File: src/rtl/fetch_flow_ctrl_pkg.sv
// fetch_flow_ctrl_pkg
//   Shared types and helpers for the fetch flow controller.
//   - fetch_ctrl_state_t : RUN / RECOVER controller state
//   - RCNT_W             : width of the recovery down-counter
//   - recover_reload()   : counter value loaded when entering or re-entering RECOVER
package fetch_flow_ctrl_pkg;

    typedef enum logic {
        RUN     = 1'b0,
        RECOVER = 1'b1
    } fetch_ctrl_state_t;

    localparam int RCNT_W = 4;

    // RECOVER lasts rc cycles, so the counter starts at rc-1 and leaves at 0.
    function automatic logic [RCNT_W-1:0] recover_reload(input int rc);
        return (rc > 0) ? RCNT_W'(rc - 1) : '0;
    endfunction

endpackage

File: src/rtl/fetch_perf_cnt.sv
// fetch_perf_cnt
//   Generic enable-increment counter, wraps at 2^CNT_W.
//   Ports:
//     clk    in         clock, rising edge
//     reset  in         asynchronous active-low reset, clears count
//     en     in         increment this cycle
//     count  out CNT_W  current count
module fetch_perf_cnt #(
    parameter int CNT_W = 32
) (
    input  logic             clk,
    input  logic             reset,
    input  logic             en,
    output logic [CNT_W-1:0] count
);

    localparam logic [CNT_W-1:0] ONE = {{(CNT_W-1){1'b0}}, 1'b1};

    always_ff @(posedge clk or negedge reset) begin
        if (!reset)
            count <= '0;
        else if (en)
            count <= count + ONE;
    end

endmodule

File: src/rtl/fetch_flow_ctrl.sv
// fetch_flow_ctrl
//   Sequences the Fetch->Issue pipeline register and the fetch PC: drives the
//   register flush/stall and the PC hold/redirect from issue-stage taken
//   branches/jumps, instruction-queue backpressure and commit mispredicts.
//   Optional feature macro: FETCH_PERF_CNT_EN (adds stall/redirect counters).
//   Ports:
//     clk, reset                 clock; asynchronous active-low reset
//     issue_valid                IF/Issue register holds a valid instruction
//     issue_br_taken, issue_jump issue instr is predicted-taken branch / jump
//     issue_target   [XLEN]      target of issue-stage branch/jump
//     iq_full                    instruction queue cannot accept
//     commit_mispred             ROB commits a mispredicted branch (pulse)
//     commit_target  [XLEN]      correct PC for the mispredict
//     pipe_flush, pipe_stall     IF/Issue register clear / hold
//     pc_hold                    fetch PC must not advance
//     redirect_valid, redirect_pc load fetch PC from redirect_pc next edge
//     recovering                 controller is in RECOVER
//     stall_cycles, flush_count  [CNT_W] perf counters (FETCH_PERF_CNT_EN)
module fetch_flow_ctrl
    import fetch_flow_ctrl_pkg::*;
#(
    parameter int XLEN           = 32,
    parameter int RECOVER_CYCLES = 2
`ifdef FETCH_PERF_CNT_EN
    ,
    parameter int CNT_W          = 32
`endif
) (
    input  logic            clk,
    input  logic            reset,
    input  logic            issue_valid,
    input  logic            issue_br_taken,
    input  logic            issue_jump,
    input  logic [XLEN-1:0] issue_target,
    input  logic            iq_full,
    input  logic            commit_mispred,
    input  logic [XLEN-1:0] commit_target,
    output logic            pipe_flush,
    output logic            pipe_stall,
    output logic            pc_hold,
    output logic            redirect_valid,
    output logic [XLEN-1:0] redirect_pc,
    output logic            recovering
`ifdef FETCH_PERF_CNT_EN
    ,
    output logic [CNT_W-1:0] stall_cycles,
    output logic [CNT_W-1:0] flush_count
`endif
);

    localparam logic [RCNT_W-1:0] RELOAD = recover_reload(RECOVER_CYCLES);
    localparam bit HAS_RECOVER = (RECOVER_CYCLES > 0);

    fetch_ctrl_state_t state;
    logic [RCNT_W-1:0] rcnt;

    always_ff @(posedge clk or negedge reset) begin
        if (!reset) begin
            state <= RUN;
            rcnt  <= '0;
        end else begin
            case (state)
                RUN: begin
                    if (commit_mispred && HAS_RECOVER) begin
                        state <= RECOVER;
                        rcnt  <= RELOAD;
                    end
                end
                RECOVER: begin
                    // A fresh mispredict restarts the full recovery window.
                    if (commit_mispred)
                        rcnt <= RELOAD;
                    else if (rcnt == '0)
                        state <= RUN;
                    else
                        rcnt <= rcnt - 1'b1;
                end
                default: state <= RUN;
            endcase
        end
    end

    // Outputs are combinational so the IF/Issue register and PC mux react
    // in the same cycle the condition appears.
    always_comb begin
        pipe_flush     = 1'b0;
        pipe_stall     = 1'b0;
        pc_hold        = 1'b0;
        redirect_valid = 1'b0;
        redirect_pc    = '0;
        recovering     = 1'b0;
        if (!reset) begin
            pipe_flush = 1'b1;
            pc_hold    = 1'b1;
        end else if (state == RECOVER) begin
            // Issue-stage inputs are ignored while wrong-path work drains.
            pipe_flush = 1'b1;
            pc_hold    = 1'b1;
            recovering = 1'b1;
            if (commit_mispred) begin
                redirect_valid = 1'b1;
                redirect_pc    = commit_target;
            end
        end else if (commit_mispred) begin
            pipe_flush     = 1'b1;
            redirect_valid = 1'b1;
            redirect_pc    = commit_target;
        end else if (issue_valid && iq_full) begin
            // Taken branches wait here until the queue drains.
            pipe_stall = 1'b1;
            pc_hold    = 1'b1;
        end else if (issue_valid && (issue_br_taken || issue_jump)) begin
            pipe_flush     = 1'b1;
            redirect_valid = 1'b1;
            redirect_pc    = issue_target;
        end
    end

`ifdef FETCH_PERF_CNT_EN
    fetch_perf_cnt #(.CNT_W(CNT_W)) u_stall_cnt (
        .clk   (clk),
        .reset (reset),
        .en    (pipe_stall),
        .count (stall_cycles)
    );

    fetch_perf_cnt #(.CNT_W(CNT_W)) u_flush_cnt (
        .clk   (clk),
        .reset (reset),
        .en    (redirect_valid),
        .count (flush_count)
    );
`endif

endmodule

File: config.mk
export PLATFORM = sky130hd
export DESIGN_NAME = fetch_flow_ctrl
export DESIGN_NICKNAME = d
export VERILOG_FILES = /design/src/rtl/fetch_flow_ctrl_pkg.sv /design/src/rtl/fetch_perf_cnt.sv /design/src/rtl/fetch_flow_ctrl.sv
export SDC_FILE = /design/constraint.sdc
export NUM_CORES = 1
export LEC_CHECK = 0
export ABC_AREA = 1
export CORE_ASPECT_RATIO = 0.8
export CORE_MARGIN = 2
export CORE_UTILIZATION = 35
export CTS_BUF_LIST = sky130_fd_sc_hd__clkbuf_4
export DETAILED_ROUTE_END_ITERATION = 10
export HOLD_SLACK_MARGIN = 0.08
export PLACE_DENSITY = 0.95
export SLEW_MARGIN = 15
export SYNTH_ARGS = -nofsm -noshare
export SYNTH_HDL_FRONTEND = slang
export SYNTH_HIERARCHICAL = 1
export SYNTH_SLANG_ARGS = --single-unit
File: constraint.sdc
create_clock -name clk -period 2.2 [get_ports clk]
set_input_delay 0.66 -clock clk [delete_from_list [all_inputs] [get_ports clk]]
set_output_delay 0.66 -clock clk [all_outputs]
set_load 0.05 [all_outputs]
==> qor.txt, run 1 <==
top cells by area, synth - nand2_1 25%, a21oi_2 20%, nor2_2 14%
clock sink count - 5
Exit stage - clock tree synthesis
die width - 70.8 um
Mean Syn Cell Area - 5.59 um2
sequential element share of the synthesized area - 0.100
number of synthesized flops with an enable pin - 0
#FFs+latches synth - 5
dominant cell type by area after synthesis - nand2_1
Ys Warns - 6
status - aborted with a tool error
Post-CTS Hold Buffers - 0
Synth top cells by count - 82 x nand2_1, 40 x inv_1, 29 x a21oi_2, 29 x nor2_2
Yosys top cell area share - 0.246
Setup Buffers After CTS - 9
initial core utilization - 0.365
CTS Buf Count - 3
top-count cell post-synth - nand2_1
std cell rows - 19
routability cong. - 0.788
CTS resizes - 160
Bufs on Longest Clock Path - 2
Synth Net Count - 296
synthesized instance count - 224
Yosys cell types - 19
synthesized cell area - 1250 um2
Die Span Y - 57.5 um
main flop type after synthesis - dfrtp_1
# IOs - 108
Log Error - [ERROR DPL-0038] Utilization greater than 100%, impossible to legalize
DP Worst Slack - -493 ps
Final HPWL DP - 4.17 mm
Async SR Flop Fraction - 1.00
placed insts - 376
IO buf count - 107
H-tree lvl count - 1
CTS Root Cell - clkbuf_4
==> kinds of logic after synthesis <==
logic type | share of synthesized area
compound gates | 0.233
fa+ha+maj | 0.0100
buf+inv | 0.205
flops | 0.100
simple gates | 0.452
==> metrics by stage <==
step	TNS [ps]	cell area, um2
2_1_floorplan	-55.2	1490
3_3_place_gp	-15980	2890
3_5_place_dp	-16520	2890
==> run 2, diff against run 1 <==
--- a/config.mk
+++ b/config.mk
@@ -6,13 +6,10 @@
 export NUM_CORES = 1
 export LEC_CHECK = 0
 export ABC_AREA = 1
-export CORE_ASPECT_RATIO = 0.8
 export CORE_MARGIN = 2
-export CORE_UTILIZATION = 35
-export CTS_BUF_LIST = sky130_fd_sc_hd__clkbuf_4
+export CORE_UTILIZATION = 24
 export DETAILED_ROUTE_END_ITERATION = 10
-export HOLD_SLACK_MARGIN = 0.08
-export PLACE_DENSITY = 0.95
+export PLACE_DENSITY_LB_ADDON = 0.15
 export SLEW_MARGIN = 15
 export SYNTH_ARGS = -nofsm -noshare
 export SYNTH_HDL_FRONTEND = slang
==> qor.txt, run 2 <==
dominant cell type by area after synthesis - nand2_1
biggest registers after layout - rcnt (4), state (1)
Final HPWL DP - 3.70 mm (-11%)
Synth Net Count - 296 (unchanged)
relative slew slack - 0.855
commonest cells after routing, fill and taps aside - 50 x nand2_1, 45 x clkdlybuf4s50_1, 37 x inv_1
period utilisation layout - 1.06
Crit Path Category - input pin to output port
routability cong. - 0.702 (-11%)
Area Growth Syn to Fin - 185%
number of flip-flops in the largest register - 4
post-synthesis mux area share - 0 (unchanged)
H-tree lvl count - 1 (unchanged)
CTS Buf Count - 3 (unchanged)
layout cells sized above 1 - 0.509
post-synthesis simple-gate area fraction - 0.452 (unchanged)
fin nets - 421
Final Hold Fails - 0
Total Routed Length - 5.21 mm
wire length per cell - 12.5 um
clock sink count - 5 (unchanged)
clock-pin slew on the worst setup and hold paths - 30 ps
CP max stage delay - 450 ps
CTS tree - built
CP Capture Point - redirect_pc[7]
DRT Pass-1 Iters - 4
Compound-Gate Fraction of Synth Area - 0.233 (unchanged)
first-pass GRT wire length - 9.01 mm
final cell count without fillers - 418
final setup skew - 3.27 ps
worst reg-to-reg path cell count - 8
maximum clock rate - 0.429 GHz
initial core utilization - 0.247 (-0.119)
number of synthesized flops with an enable pin - 0 (unchanged)
core footprint - 5070 um2
crit path time final - 2330 ps
die width - 76.2 um (+7.6%)
worst r2r src - rcnt[0]$_DFFE_PN0P_
placed insts - 403 (+7.2%)
Async SR Flop Fraction - 1.00 (unchanged)
top-count cell post-synth - nand2_1
n_diodes - 0
synthesized instance count - 224 (unchanged)
# IOs - 108 (unchanged)
reg-to-reg slack, setup - 960 ps
Yosys top cell area share - 0.246 (unchanged)
CTS Root Cell - clkbuf_8
Hold Crit Depth - 1
Overall Power - 1.54 mW
via count - 1803
final setup margin - -130 ps
Buf/Inv on CP - 3
critical path required time - 1540 ps
1st-iter DRT viols - 33
Synth Area in Adders - 0.0100 (unchanged)
Tot GR Track Use - 0.188
clock insertion delay at the later pin of the skew report - 220 ps
status - finished with violations
vias in the first global route - 1899
Crit path arrival time - 1670 ps
CP Launch Type - input pin
top cells by area, synth - nand2_1 25%, a21oi_2 20%, nor2_2 14%
post-route ant nets - 0
largest net degree at the start of global routing - 16
synthesized cell area - 1250 um2 (unchanged)
TNS Setup - -2150 ps
Hold Path Class - register to register
delay-heaviest family, CP - buffers and inverters
leakage power - 1.77 nW
critical path fanouts, max - 1
std cell rows - 26 (+7)
max-cap violations - 0
Mean Syn Cell Area - 5.59 um2 (unchanged)
crit path capture type - output port
sequential element share of the synthesized area - 0.100 (unchanged)
number of max-slew violations in the final report - 0
RSZ-0062 raised after global routing - true
main flop type after synthesis - dfrtp_1
grt ovf - 0
XOR/XNOR Fraction of Synth Area - 0 (unchanged)
failing checks - negative setup slack
PD cells - 433 nW/um2
Die Area - 5810 um2
CP Cell Sequence - clkdlybuf4s50_1 > inv_1 > nor2_2 > nand2_4 > a21oi_4 > buf_12
#FFs+latches synth - 5 (unchanged)
# setup viols final - 33
WP depth - 6
DRC viols - 0
Largest Register - rcnt
Post-CTS Hold Buffers - 0 (unchanged)
CP max-delay cell - clkdlybuf4s50_1
initial antenna violation count - 0
Synth top cells by count - 82 x nand2_1, 40 x inv_1, 29 x a21oi_2, 29 x nor2_2
Tightest Pin Transition - 216 ps
Yosys cell types - 19 (unchanged)
reg-to-reg endpoint - rcnt[1]$_DFFE_PN0P_
Bufs on Longest Clock Path - 2 (unchanged)
main combinational cell family by area after synthesis - simple AND/OR/NAND/NOR gates
IO buf count - 107 (unchanged)
worst vdd ir - 0.623 mV
Ys Warns - 6 (unchanged)
Die Span Y - 76.2 um (+33%)
CP startpoint - issue_target[7]
vias per cell - 4.31
most common cell after layout, fill and taps aside - nand2_1
run 2: metal layers:
layer | vias to the layer above | wire, um | part of all wire | global-route usage
met5 | - | 0 | 0 | 0
met4 | 0 | 23 | 0.0044 | 0.0127
met3 | 2 | 321 | 0.062 | 0.0509
met2 | 62 | 2700 | 0.52 | 0.337
met1 | 824 | 2170 | 0.42 | 0.236
li1 | 915 | - | - | -
run 2: area by class of cell:
| cell class | count | area, um2 |
|---|---|---|
| Timing Repair Buffer | 133 | 1750 |
| Sequential cell | 5 | 125 |
| Clock buffer | 4 | 45.0 |
| Inverter | 43 | 174 |
| Tap cell | 70 | 87.6 |
| Fill cell | 405 | 1510 |
| Multi-Input combinational cell | 163 | 1380 |
run 2: timing repair:
item                       4_1_cts  5_1_grt
gates resized for setup        113       30
pin swaps                       48       42
setup buffers                    5        1
gates cloned                     5        0
setup endpoints to repair       37       34
run 2: through the flow:
step                      hold slack [ps]  cell area (um2)  setup WS, ps   util
after global routing                  510             3560          -161  0.702
after CTS                             473             3460          -151  0.682
after global placement                469             2940          -480  0.580
final                                 475             3560          -130  0.702
after detailed placement              466             2940          -519  0.580
after floorplan                       364             1490         -55.2      -
run 2: worst register-to-register path: cells and delay by family, from the launching register on:
family	cells	cell delay, ps
compound gates	1	60
flops	1	380
simple gates	4	430
fa+ha+maj	1	150
buf+inv	2	150
run 2: worst min path at each step:
stage | to | start | slack (ps)
2_1_floorplan | rcnt[0]$_DFFE_PN0P_ | reset | 360
3_3_place_gp | rcnt[0]$_DFFE_PN0P_ | rcnt[0]$_DFFE_PN0P_ | 470
3_5_place_dp | rcnt[0]$_DFFE_PN0P_ | rcnt[0]$_DFFE_PN0P_ | 470
4_1_cts | rcnt[0]$_DFFE_PN0P_ | rcnt[0]$_DFFE_PN0P_ | 470
5_1_grt | rcnt[0]$_DFFE_PN0P_ | rcnt[0]$_DFFE_PN0P_ | 510
6_report | rcnt[0]$_DFFE_PN0P_ | rcnt[0]$_DFFE_PN0P_ | 470
run 2: power by group:
group / leakage (nW) / internal, mW / switching [mW]
clock: 0.0228 / 0.125 / 0.0487
sequential: 0.0612 / 0.135 / 0.0390
combinational: 1.69 / 0.562 / 0.633
run 2: cell families (layout without fill, tap and decap cells):
logic type / after synthesis / after routing
simple gates: 126 / 126
buf+inv: 56 / 180
compound gates: 36 / 36
flops: 5 / 5
fa+ha+maj: 1 / 1
Power figures use the tool's default switching activity.
==> run 3, diff against run 2 <==
--- a/config.mk
+++ b/config.mk
@@ -8,9 +8,9 @@
 export ABC_AREA = 1
 export CORE_MARGIN = 2
 export CORE_UTILIZATION = 24
+export CTS_BUF_LIST = sky130_fd_sc_hd__clkbuf_8
 export DETAILED_ROUTE_END_ITERATION = 10
 export PLACE_DENSITY_LB_ADDON = 0.15
-export SLEW_MARGIN = 15
 export SYNTH_ARGS = -nofsm -noshare
 export SYNTH_HDL_FRONTEND = slang
 export SYNTH_HIERARCHICAL = 1
==> qor.txt, run 3 (synthesis results as in run 2) <==
worst vdd ir - 0.619 mV (-0.69%)
layout cells sized above 1 - 0.509 (unchanged)
DP Worst Slack - -519 ps (unchanged)
fin nets - 421 (unchanged)
Psw - 0.721 mW (about the same)
routability cong. - 0.702 (unchanged)
crit path time final - 2330 ps (unchanged)
Bufs on Longest Clock Path - 2 (unchanged)
clock insertion delay at the later pin of the skew report - 220 ps (about the same)
wire length per cell - 12.5 um (about the same)
die width - 76.2 um (unchanged)
via count - 1797 (-0.33%)
Largest Register - rcnt
DRT Pass-1 Iters - 4 (unchanged)
switch share - 0.469 (+0.00136)
critical path fanouts, max - 1 (unchanged)
RSZ-0062 raised after global routing - true
# IOs - 108 (unchanged)
Cell Int Power - 0.817 mW (-0.58%)
critical path required time - 1540 ps (about the same)
clock sink count - 5 (unchanged)
H-tree lvl count - 1 (unchanged)
largest net degree at the start of global routing - 16 (unchanged)
status - finished with violations
max-cap violations - 0 (unchanged)
period utilisation layout - 1.06 (unchanged)
CTS Buf Count - 3 (unchanged)
std cell rows - 26 (unchanged)
Final Hold Fails - 0 (unchanged)
number of max-slew violations in the final report - 0 (unchanged)
vias in the first global route - 1899 (unchanged)
IO buf count - 107 (unchanged)
leakage power - 1.77 nW (+0.23%)
n_diodes - 0 (unchanged)
final setup margin - -130 ps (unchanged)
final setup skew - 3.19 ps (-0.0825 ps)
sequential group share of total power - 0.113 (about the same)
Area Growth Syn to Fin - 185% (unchanged)
first-pass GRT wire length - 9.01 mm (unchanged)
# setup viols final - 33 (unchanged)
core footprint - 5070 um2 (unchanged)
Clock power frac - 0.110 (-0.002)
relative slew slack - 0.855 (unchanged)
number of flip-flops in the largest register - 4 (unchanged)
clock-pin slew on the worst setup and hold paths - 30 ps (about the same)
commonest cells after routing, fill and taps aside - 50 x nand2_1, 45 x clkdlybuf4s50_1, 38 x inv_1
Crit path arrival time - 1670 ps (about the same)
CP Launch Type - input pin
Crit Path Category - input pin to output port
post-route ant nets - 0 (unchanged)
Tot GR Track Use - 0.188 (unchanged)
crit path capture type - output port
CTS tree - built
most common cell after layout, fill and taps aside - nand2_1
Final HPWL DP - 3.70 mm (unchanged)
Comb pwr share - 0.777 (+0.002)
Hold Path Class - register to register
PD cells - 432 nW/um2 (-0.33%)
vias per cell - 4.30 (-0.33%)
DRC viols - 0 (unchanged)
Tightest Pin Transition - 216 ps (unchanged)
Overall Power - 1.54 mW (-0.33%)
Die Area - 5810 um2 (unchanged)
CTS Root Cell - clkbuf_8
1st-iter DRT viols - 30 (-9.1%)
Die Span Y - 76.2 um (unchanged)
failing checks - negative setup slack
grt ovf - 0 (unchanged)
initial antenna violation count - 0 (unchanged)
maximum clock rate - 0.429 GHz (unchanged)
Total Routed Length - 5.21 mm (about the same)
initial core utilization - 0.247 (unchanged)
biggest registers after layout - rcnt (4), state (1)
-- run 3: cell types whose count changed in the layout (fill, tap and decap cells not counted), sizes merged --
cell	change
clkbuf	-1
inv	+1
-- run 3: stage by stage --
step	cell area (um2)	instances	TNS [ps]	hold slack (ps)	utilization
CTS	3460	417	-3440	473	0.682
finish	3560	418	-2180	474	0.702
floorplan	1490	224	-55.2	364	-
global route	3560	418	-3790	510	0.702
detailed placement	2940	403	-16770	466	0.580
global placement	2940	403	-16020	469	0.580
-- run 3: power by group through the flow --
stage	sequential, mW	combinational (mW)	clock, mW
after CTS	0.173	1.17	0.172
final	0.174	1.20	0.168
after floorplan	0.165	0.577	0
after global placement	0.174	0.971	0
after detailed placement	0.174	0.981	0
after global routing	0.182	1.28	0.182
-- run 3: metal layers --
metal / wire length [um] / global-route usage / up-vias
met3: 327 / 0.0509 / 2
met1: 2160 / 0.236 / 820
met5: 0 / 0 / -
li1: - / - / 915
met4: 23 / 0.0127 / 0
met2: 2700 / 0.337 / 60
-- run 3: layout make-up --
cell class	instances	area (um2)
Timing Repair Buffer	133	1750
Fill cell	405	1510
Multi-Input combinational cell	163	1380
Inverter	43	174
Sequential cell	5	125
Tap cell	70	87.6
Clock buffer	3	41.3
Clock inverter	1	3.75
-- run 3: what timing repair did --
| item | CTS | global route |
|---|---|---|
| hold buffers | 0 | 0 |
| endpoints found under the hold margin | 0 | 0 |
| gates cloned | 5 | 0 |
| setup buffers | 5 | 1 |
| pin swaps | 48 | 42 |
| gates resized for setup | 113 | 30 |
| setup endpoints to repair | 37 | 34 |
-- run 3: path summary, 6_finish.rpt --
path / from / end / slack (ps) / depth (start not counted)
max: issue_target[7] / redirect_pc[7] / -130 / 6
min: rcnt[0]$_DFFE_PN0P_ / rcnt[0]$_DFFE_PN0P_ / 470 / 1
max reg2reg: rcnt[0]$_DFFE_PN0P_ / rcnt[1]$_DFFE_PN0P_ / 960 / 8
min reg2reg: rcnt[0]$_DFFE_PN0P_ / rcnt[0]$_DFFE_PN0P_ / 470 / 1
max in group asynchronous: reset / rcnt[1]$_DFFE_PN0P_ / 1510 / 2
min in group asynchronous: reset / rcnt[3]$_DFFE_PN0P_ / 550 / 2
-- run 3: critical path, stage by stage --
cell and delay, ps:
clkdlybuf4s50_1 450, inv_1 50, nor2_2 160, nand2_4 60
a21oi_4 140, buf_12 150
==> run 4, diff against run 3 <==
--- a/config.mk
+++ b/config.mk
@@ -10,6 +10,7 @@
 export CORE_UTILIZATION = 24
 export CTS_BUF_LIST = sky130_fd_sc_hd__clkbuf_8
 export DETAILED_ROUTE_END_ITERATION = 10
+export GPL_ROUTABILITY_DRIVEN = 0
 export PLACE_DENSITY_LB_ADDON = 0.15
 export SYNTH_ARGS = -nofsm -noshare
 export SYNTH_HDL_FRONTEND = slang
==> results of run 4 <==
Same layout as run 3: the final DEF is identical, and so are final timing and power.
